===== src/rtl/pgr_fft_wr_switch.sv =====
// FFT butterfly write switch: re-pairs butterfly results into RAM write beats,
// either passing level-1 beats straight through or interleaving even/odd beat pairs.
module pgr_fft_wr_switch #(
  parameter int ADDR_WIDTH = 18,
  parameter int DATA_WIDTH = 18
) (
  input  logic                  clk,
  input  logic                  rst_n,
  input  logic                  first_level,
  input  logic                  butterfly_vld,
  input  logic [ADDR_WIDTH-1:0] addr_index,
  input  logic [DATA_WIDTH-1:0] butterfly_aout,
  input  logic [DATA_WIDTH-1:0] butterfly_bout,
  output logic [ADDR_WIDTH-1:0] o_wr_addr,
  output logic                  o_wr_valid,
  output logic [DATA_WIDTH-1:0] oa_wr_data,
  output logic [DATA_WIDTH-1:0] ob_wr_data,
  output logic                  o_busy
);

  logic                  phase_q, phase_d;
  logic                  mode_q, mode_d;
  logic [ADDR_WIDTH-1:0] hold_addr_q, hold_addr_d;
  logic [DATA_WIDTH-1:0] hold_a_q, hold_a_d;
  logic [DATA_WIDTH-1:0] hold_b_q, hold_b_d;

  logic                  s1_vld_q, s1_vld_d;
  logic                  s1_pass_q, s1_pass_d;
  logic [ADDR_WIDTH-1:0] s1_addr_q, s1_addr_d;
  logic [DATA_WIDTH-1:0] s1_a_q, s1_a_d;
  logic [DATA_WIDTH-1:0] s1_b_q, s1_b_d;

  logic                  p_vld_q, p_vld_d;
  logic [ADDR_WIDTH-1:0] p_addr_q, p_addr_d;
  logic [DATA_WIDTH-1:0] p_a_q, p_a_d;
  logic [DATA_WIDTH-1:0] p_b_q, p_b_d;

  logic                  wr_valid_q, wr_valid_d;
  logic [ADDR_WIDTH-1:0] wr_addr_q, wr_addr_d;
  logic [DATA_WIDTH-1:0] wr_a_q, wr_a_d;
  logic [DATA_WIDTH-1:0] wr_b_q, wr_b_d;

  logic even_beat, odd_beat, pass_beat, s1_odd;

  always_comb begin
    // Mode is only sampled on phase-0 beats; an odd beat keeps the pair's mode.
    mode_d    = mode_q;
    if (butterfly_vld && !phase_q) mode_d = first_level;
    pass_beat = butterfly_vld && !phase_q && mode_d;
    even_beat = butterfly_vld && !phase_q && !mode_d;
    odd_beat  = butterfly_vld && phase_q;

    phase_d = phase_q;
    if (even_beat)     phase_d = 1'b1;
    else if (odd_beat) phase_d = 1'b0;

    hold_addr_d = hold_addr_q;
    hold_a_d    = hold_a_q;
    hold_b_d    = hold_b_q;
    if (even_beat) begin
      hold_addr_d = addr_index;
      hold_a_d    = butterfly_aout;
      hold_b_d    = butterfly_bout;
    end

    s1_vld_d  = odd_beat || pass_beat;
    s1_pass_d = pass_beat;
    s1_addr_d = s1_addr_q;
    s1_a_d    = s1_a_q;
    s1_b_d    = s1_b_q;
    if (butterfly_vld) begin
      s1_addr_d = addr_index;
      s1_a_d    = butterfly_aout;
      s1_b_d    = butterfly_bout;
    end

    // Pass-through beats wait one slot here so their latency matches the pair path.
    s1_odd   = s1_vld_q && !s1_pass_q;
    p_vld_d  = s1_vld_q;
    p_addr_d = p_addr_q;
    p_a_d    = p_a_q;
    p_b_d    = p_b_q;
    if (s1_vld_q) begin
      p_addr_d = s1_addr_q;
      p_a_d    = s1_pass_q ? s1_a_q : hold_b_q;
      p_b_d    = s1_b_q;
    end

    wr_valid_d = s1_odd || p_vld_q;
    wr_addr_d  = wr_addr_q;
    wr_a_d     = wr_a_q;
    wr_b_d     = wr_b_q;
    if (s1_odd) begin
      wr_addr_d = hold_addr_q;
      wr_a_d    = hold_a_q;
      wr_b_d    = s1_a_q;
    end else if (p_vld_q) begin
      wr_addr_d = p_addr_q;
      wr_a_d    = p_a_q;
      wr_b_d    = p_b_q;
    end
  end

  always_ff @(posedge clk or negedge rst_n) begin
    if (!rst_n) begin
      phase_q     <= 1'b0;
      mode_q      <= 1'b0;
      hold_addr_q <= '0;
      hold_a_q    <= '0;
      hold_b_q    <= '0;
      s1_vld_q    <= 1'b0;
      s1_pass_q   <= 1'b0;
      s1_addr_q   <= '0;
      s1_a_q      <= '0;
      s1_b_q      <= '0;
      p_vld_q     <= 1'b0;
      p_addr_q    <= '0;
      p_a_q       <= '0;
      p_b_q       <= '0;
      wr_valid_q  <= 1'b0;
      wr_addr_q   <= '0;
      wr_a_q      <= '0;
      wr_b_q      <= '0;
    end else begin
      phase_q     <= phase_d;
      mode_q      <= mode_d;
      hold_addr_q <= hold_addr_d;
      hold_a_q    <= hold_a_d;
      hold_b_q    <= hold_b_d;
      s1_vld_q    <= s1_vld_d;
      s1_pass_q   <= s1_pass_d;
      s1_addr_q   <= s1_addr_d;
      s1_a_q      <= s1_a_d;
      s1_b_q      <= s1_b_d;
      p_vld_q     <= p_vld_d;
      p_addr_q    <= p_addr_d;
      p_a_q       <= p_a_d;
      p_b_q       <= p_b_d;
      wr_valid_q  <= wr_valid_d;
      wr_addr_q   <= wr_addr_d;
      wr_a_q      <= wr_a_d;
      wr_b_q      <= wr_b_d;
    end
  end

  assign o_wr_valid = wr_valid_q;
  assign o_wr_addr  = wr_addr_q;
  assign oa_wr_data = wr_a_q;
  assign ob_wr_data = wr_b_q;
  assign o_busy     = phase_q || s1_vld_q || p_vld_q;

endmodule


===== config.mk =====
export PLATFORM = sky130hd
export DESIGN_NAME = pgr_fft_wr_switch
export DESIGN_NICKNAME = d
export VERILOG_FILES = /design/src/rtl/pgr_fft_wr_switch.sv
export SDC_FILE = /design/constraint.sdc
export NUM_CORES = 1
export LEC_CHECK = 0
export CAP_MARGIN = 15
export CORE_ASPECT_RATIO = 0.75
export CORE_MARGIN = 3
export CORE_UTILIZATION = 47
export CTS_CLUSTER_DIAMETER = 50
export DETAILED_ROUTE_END_ITERATION = 8
export GPL_ROUTABILITY_DRIVEN = 0
export PLACE_DENSITY = 0.82
export SYNTH_ARGS = -nofsm -noshare
export SYNTH_HDL_FRONTEND = slang
export SYNTH_SLANG_ARGS = --single-unit
export TNS_END_PERCENT = 30

===== constraint.sdc =====
create_clock -name clk -period 1.3 [get_ports clk]
set_input_delay 0.13 -clock clk [delete_from_list [all_inputs] [get_ports clk]]
set_output_delay 0.13 -clock clk [all_outputs]
set_load 0.05 [all_outputs]

==> metrics.md <==
| Metric | Value |
|---|---|
| R2r worst-path depth | `6` |
| Share of the synthesized area in the top cell type | `roughly 60%` |
| Status | `complete, but fails checks` |
| DRC Markers | `0` |
| Buffer cell driving the clock tree root | `sky130_fd_sc_hd__clkbuf_16` |
| Max-slew headroom | `77.48%` |
| Starting density of the core | `48.96%` |
| Clock insertion delay at the later pin of the skew report | `0.50 ns` |
| Number of levels the H-tree was split into | `1` |
| Period utilisation layout | `128.6%` |
| Share of the yosys chip area belonging to registers | `between 50% and 60%` |
| Fraction of the mapped netlist area in compound gates | `1.053%` |
| Netlist area before placement | `9271 um2` |
| Pins over their slew limit | `0` |
| Placement row count | `43` |
| Hold Violations, Final | `0` |
| Area leader, netlist | `sky130_fd_sc_hd__dfrtp_1` |
| Final core utilization | `66.13%` |
| Post-layout min period | `1.671 ns` |
| Wire length of the first global-routing pass | `about 34000 um` |
| Critical path endpoint category | `primary output` |
| Router iterations before antenna repair | `4` |
| Startpoint of the worst register-to-register path | `phase_q` |
| Die span in x | `168.2 um` |
| Number of top-level design ports | `114` |
| Data arrival time of the worst path | `1.54 ns` |
| Mux share of post-synthesis cell area | `34.53%` |
| Overall die height | `127.6 um` |
| Nature of the critical path startpoint | `flip-flop` |
| Top area cells in the synthesized netlist | `sky130_fd_sc_hd__dfrtp_1 (60%), sky130_fd_sc_hd__mux2_2 (24%), sky130_fd_sc_hd__mux2_4 (7.9%)` |
| Reg2reg end | `hold_b_q[5]` |
| Final setup margin | `-0.3713 ns` |
| Synthesized netlist net count | `628` |
| Final setup vio count | `110` |
| Worst-margin pin slew | `0.3379 ns` |
| Min-delay worst type | `in -> async` |
| Die area | `between 20000 and 25000 um2` |
| Net count of the finished layout | `roughly 780` |
| Via count of the first global-routing pass | `just under 6k` |
| Gr ovfl total | `0` |
| ANT cells | `0` |
| Simple-gate share of the synthesized area | `1.269%` |
| Synthesized instance count | `570` |
| Clock Pin Slew Worst Setup and Hold Paths | `0.06 ns` |
| Violations in the final reports | `negative setup slack` |
| Warnings from Yosys | `0` |
| Slowest Stage Delay on Critical Path | `0.42 ns` |
| Most common cell on crit path | `sky130_fd_sc_hd__buf_12` |
| Leakage power figure | `0.005551 uW` |
| Maximum net fanout on the critical path | `2` |
| Clock buffer count from CTS | `23` |
| Drt first-iter violations | `239` |
| Mean Syn Cell Area | `16.27 um2` |
| Setup slack of the worst register-to-register path | `-0.31 ns` |
| Worst VDD drop | `around 1.4 mV` |
| Type of the worst setup path | `reg -> out` |
| Placed insts | `923` |
| Sequence of cells on the critical path | `buf_12 -> or3_4 -> buf_12` |
| Critical path endpoint | `o_busy` |
| Required time reported for the critical path endpoint | `between 1 and 1.5 ns` |
| Number of antenna violations at the first check in global routing | `0` |
| Average routed wire per standard cell | `21.58 um` |
| Via density per instance | `5.387` |
| Xor/xnor cell area share of the yosys netlist | `0%` |
| Count of placed standard cells in the final layout, fillers left out | `978` |
| Clock Skew | `0.02048 ns` |
| Number of synthesized register bits | `221` |
| Timing startpoint of the critical path | `p_vld_q` |
| Area of the core region | `18940 um2` |
| Adder-cell share of the synthesized area | `0%` |
| Remaining antenna violation count after routing | `0` |
| Via Count | `5268` |
| Count of buffers inserted at the top-level ports | `roughly 110` |
| Fill cells | `1319` |
| Count of distinct cell types in the synthesized netlist | `19` |
| HPWL reported at the end of detailed placement | `12810 um` |
| Power Density | `1905 nW/um2` |
| Buffers from clock root to sink, at most | `3` |
| Standard cell with the maximum stage delay on the critical path | `sky130_fd_sc_hd__dfrtp_2` |
| Total GRT Usage | `19.79%` |
| Growth of design area from synthesis to finish | `35.07%` |
| Count of maximum capacitance violations | `0` |
| Total Wirelength | `21100 um` |
| Combinational family with the most area after synthesis | `multiplexers` |
| Largest net degree at the start of global routing | `42` |
| Number of sinks handled by clock tree synthesis | `approximately 220` |
| Layout cells sized above 1 | `53.21%` |
| RSZ-0062 raised after global routing | `true` |
| CTS tree | `yes` |
| Fmax | `598.3 MHz` |
-- worst min path at each step --
stage	start	end	slack, ns	cells past startpoint
6_report	rst_n	p_b_q[3]	0.11	2
5_1_grt	rst_n	ob_wr_data[3]	0.13	2
4_1_cts	rst_n	s1_b_q[3]	0.11	2
3_5_place_dp	rst_n	s1_b_q[3]	0.07	1
3_3_place_gp	rst_n	p_b_q[3]	0.07	1
2_1_floorplan	rst_n	hold_a_q[0]	-0.17	0
-- state kept, by name, summed over array words and instances (netlist names) --
signal	flops
ob_wr_data	18
p_vld_q	1
p_vld_d	1
s1_b_q	18
hold_addr_q	18
p_a_q	18
p_addr_q	18
oa_wr_data	18
s1_pass_q	1
o_wr_valid	1
hold_b_q	18
p_b_q	18
s1_a_q	18
o_wr_addr	18
phase_q	1
hold_a_q	18
s1_addr_q	18
-- cell families (layout without fill, tap and decap cells) --
logic type | Yosys count | after routing
muxes | 270 | 270
DFF | 221 | 221
buffers and inverters | 35 | 196
and+or+nand+nor | 25 | 25
AOI/OAI and AO/OA | 19 | 19
-- report_power, final --
group | internal, uW | switching [uW]
sequential | 8380 | 1270
combinational | 4720 | 3610
clock | 3350 | 2530
total | 16500 | 7410
-- area by class of cell --
cell class | count | area (um2) | area share [%]
Timing Repair Buffer | 159 | 2405 | 19.20
Inverter | 1 | 3.754 | 0.02997
Clock inverter | 4 | 26.28 | 0.2098
Tap cell | 247 | 309.0 | 2.468
Sequential cell | 221 | 5533 | 44.18
Clock buffer | 32 | 629.4 | 5.025
Multi-Input combinational cell | 314 | 3617 | 28.88
-- through the flow --
stage,power (uW),hold WS (ns),instance area (um2),setup TNS [ns],worst slack [ns]
final,23860,0.1110,12520,-20.88,-0.3713
after global routing,24830,0.1274,12520,-26.74,-0.4216
after CTS,23910,0.1122,12420,-24.29,-0.3841
after detailed placement,17710,0.06658,11390,-23.39,-0.4104
after global placement,17390,0.06526,11390,-21.22,-0.3833
after floorplan,13850,-0.1656,9354,-2.405,-0.03102
-- layer usage --
layer	track usage (%)	vias to the layer above	part of all wire [%]
met5	0	-	0
met4	5.483	0	2.3
met3	2.969	34	3.3
met2	34.34	114	51
met1	26.24	2796	43
li1	-	2324	-
-- cells in the mapped netlist, drive strengths merged --
| library cell | number |
|---|---|
| buf | 34 |
| nand2b | 2 |
| and3b | 1 |
| mux2i | 18 |
| or3 | 1 |
| mux2 | 252 |
| a21o | 1 |
| inv | 1 |
| a21oi | 18 |
| nor3b | 1 |
| dfrtp | 221 |
| nor2 | 20 |
-- critical path: cells and delay by family (launching register included) --
kind                   cells  cell delay [ns]
AND/OR/NAND/NOR            1             0.34
buffers and inverters      2             0.30
flip-flops                 1             0.42
-- what timing repair did --
| action | CTS | global route |
|---|---|---|
| cloned | 6 | 1 |
| resized for setup | 35 | 29 |
| hold endpoints to repair | 221 | 0 |
| setup endpoints to repair | 109 | 133 |
| buffers inserted | 10 | 5 |
| pin swaps | 2 | 1 |
| hold buffers | 1 | 0 |
-- cell usage in the layout, fill, tap and decap left out, types with 6 or more instances in the layout --
cell type                         instances
sky130_fd_sc_hd__a21oi_1                 18
sky130_fd_sc_hd__buf_12                  71
sky130_fd_sc_hd__buf_16                   6
sky130_fd_sc_hd__buf_4                   13
sky130_fd_sc_hd__buf_6                    9
sky130_fd_sc_hd__clkbuf_1                 7
sky130_fd_sc_hd__clkbuf_16               24
sky130_fd_sc_hd__clkdlybuf4s50_1         55
sky130_fd_sc_hd__dfrtp_1                219
sky130_fd_sc_hd__mux2_2                 154
sky130_fd_sc_hd__mux2_4                  98
sky130_fd_sc_hd__mux2i_1                 18
sky130_fd_sc_hd__nor2_1                  20
(Power assumes the default switching activity.)
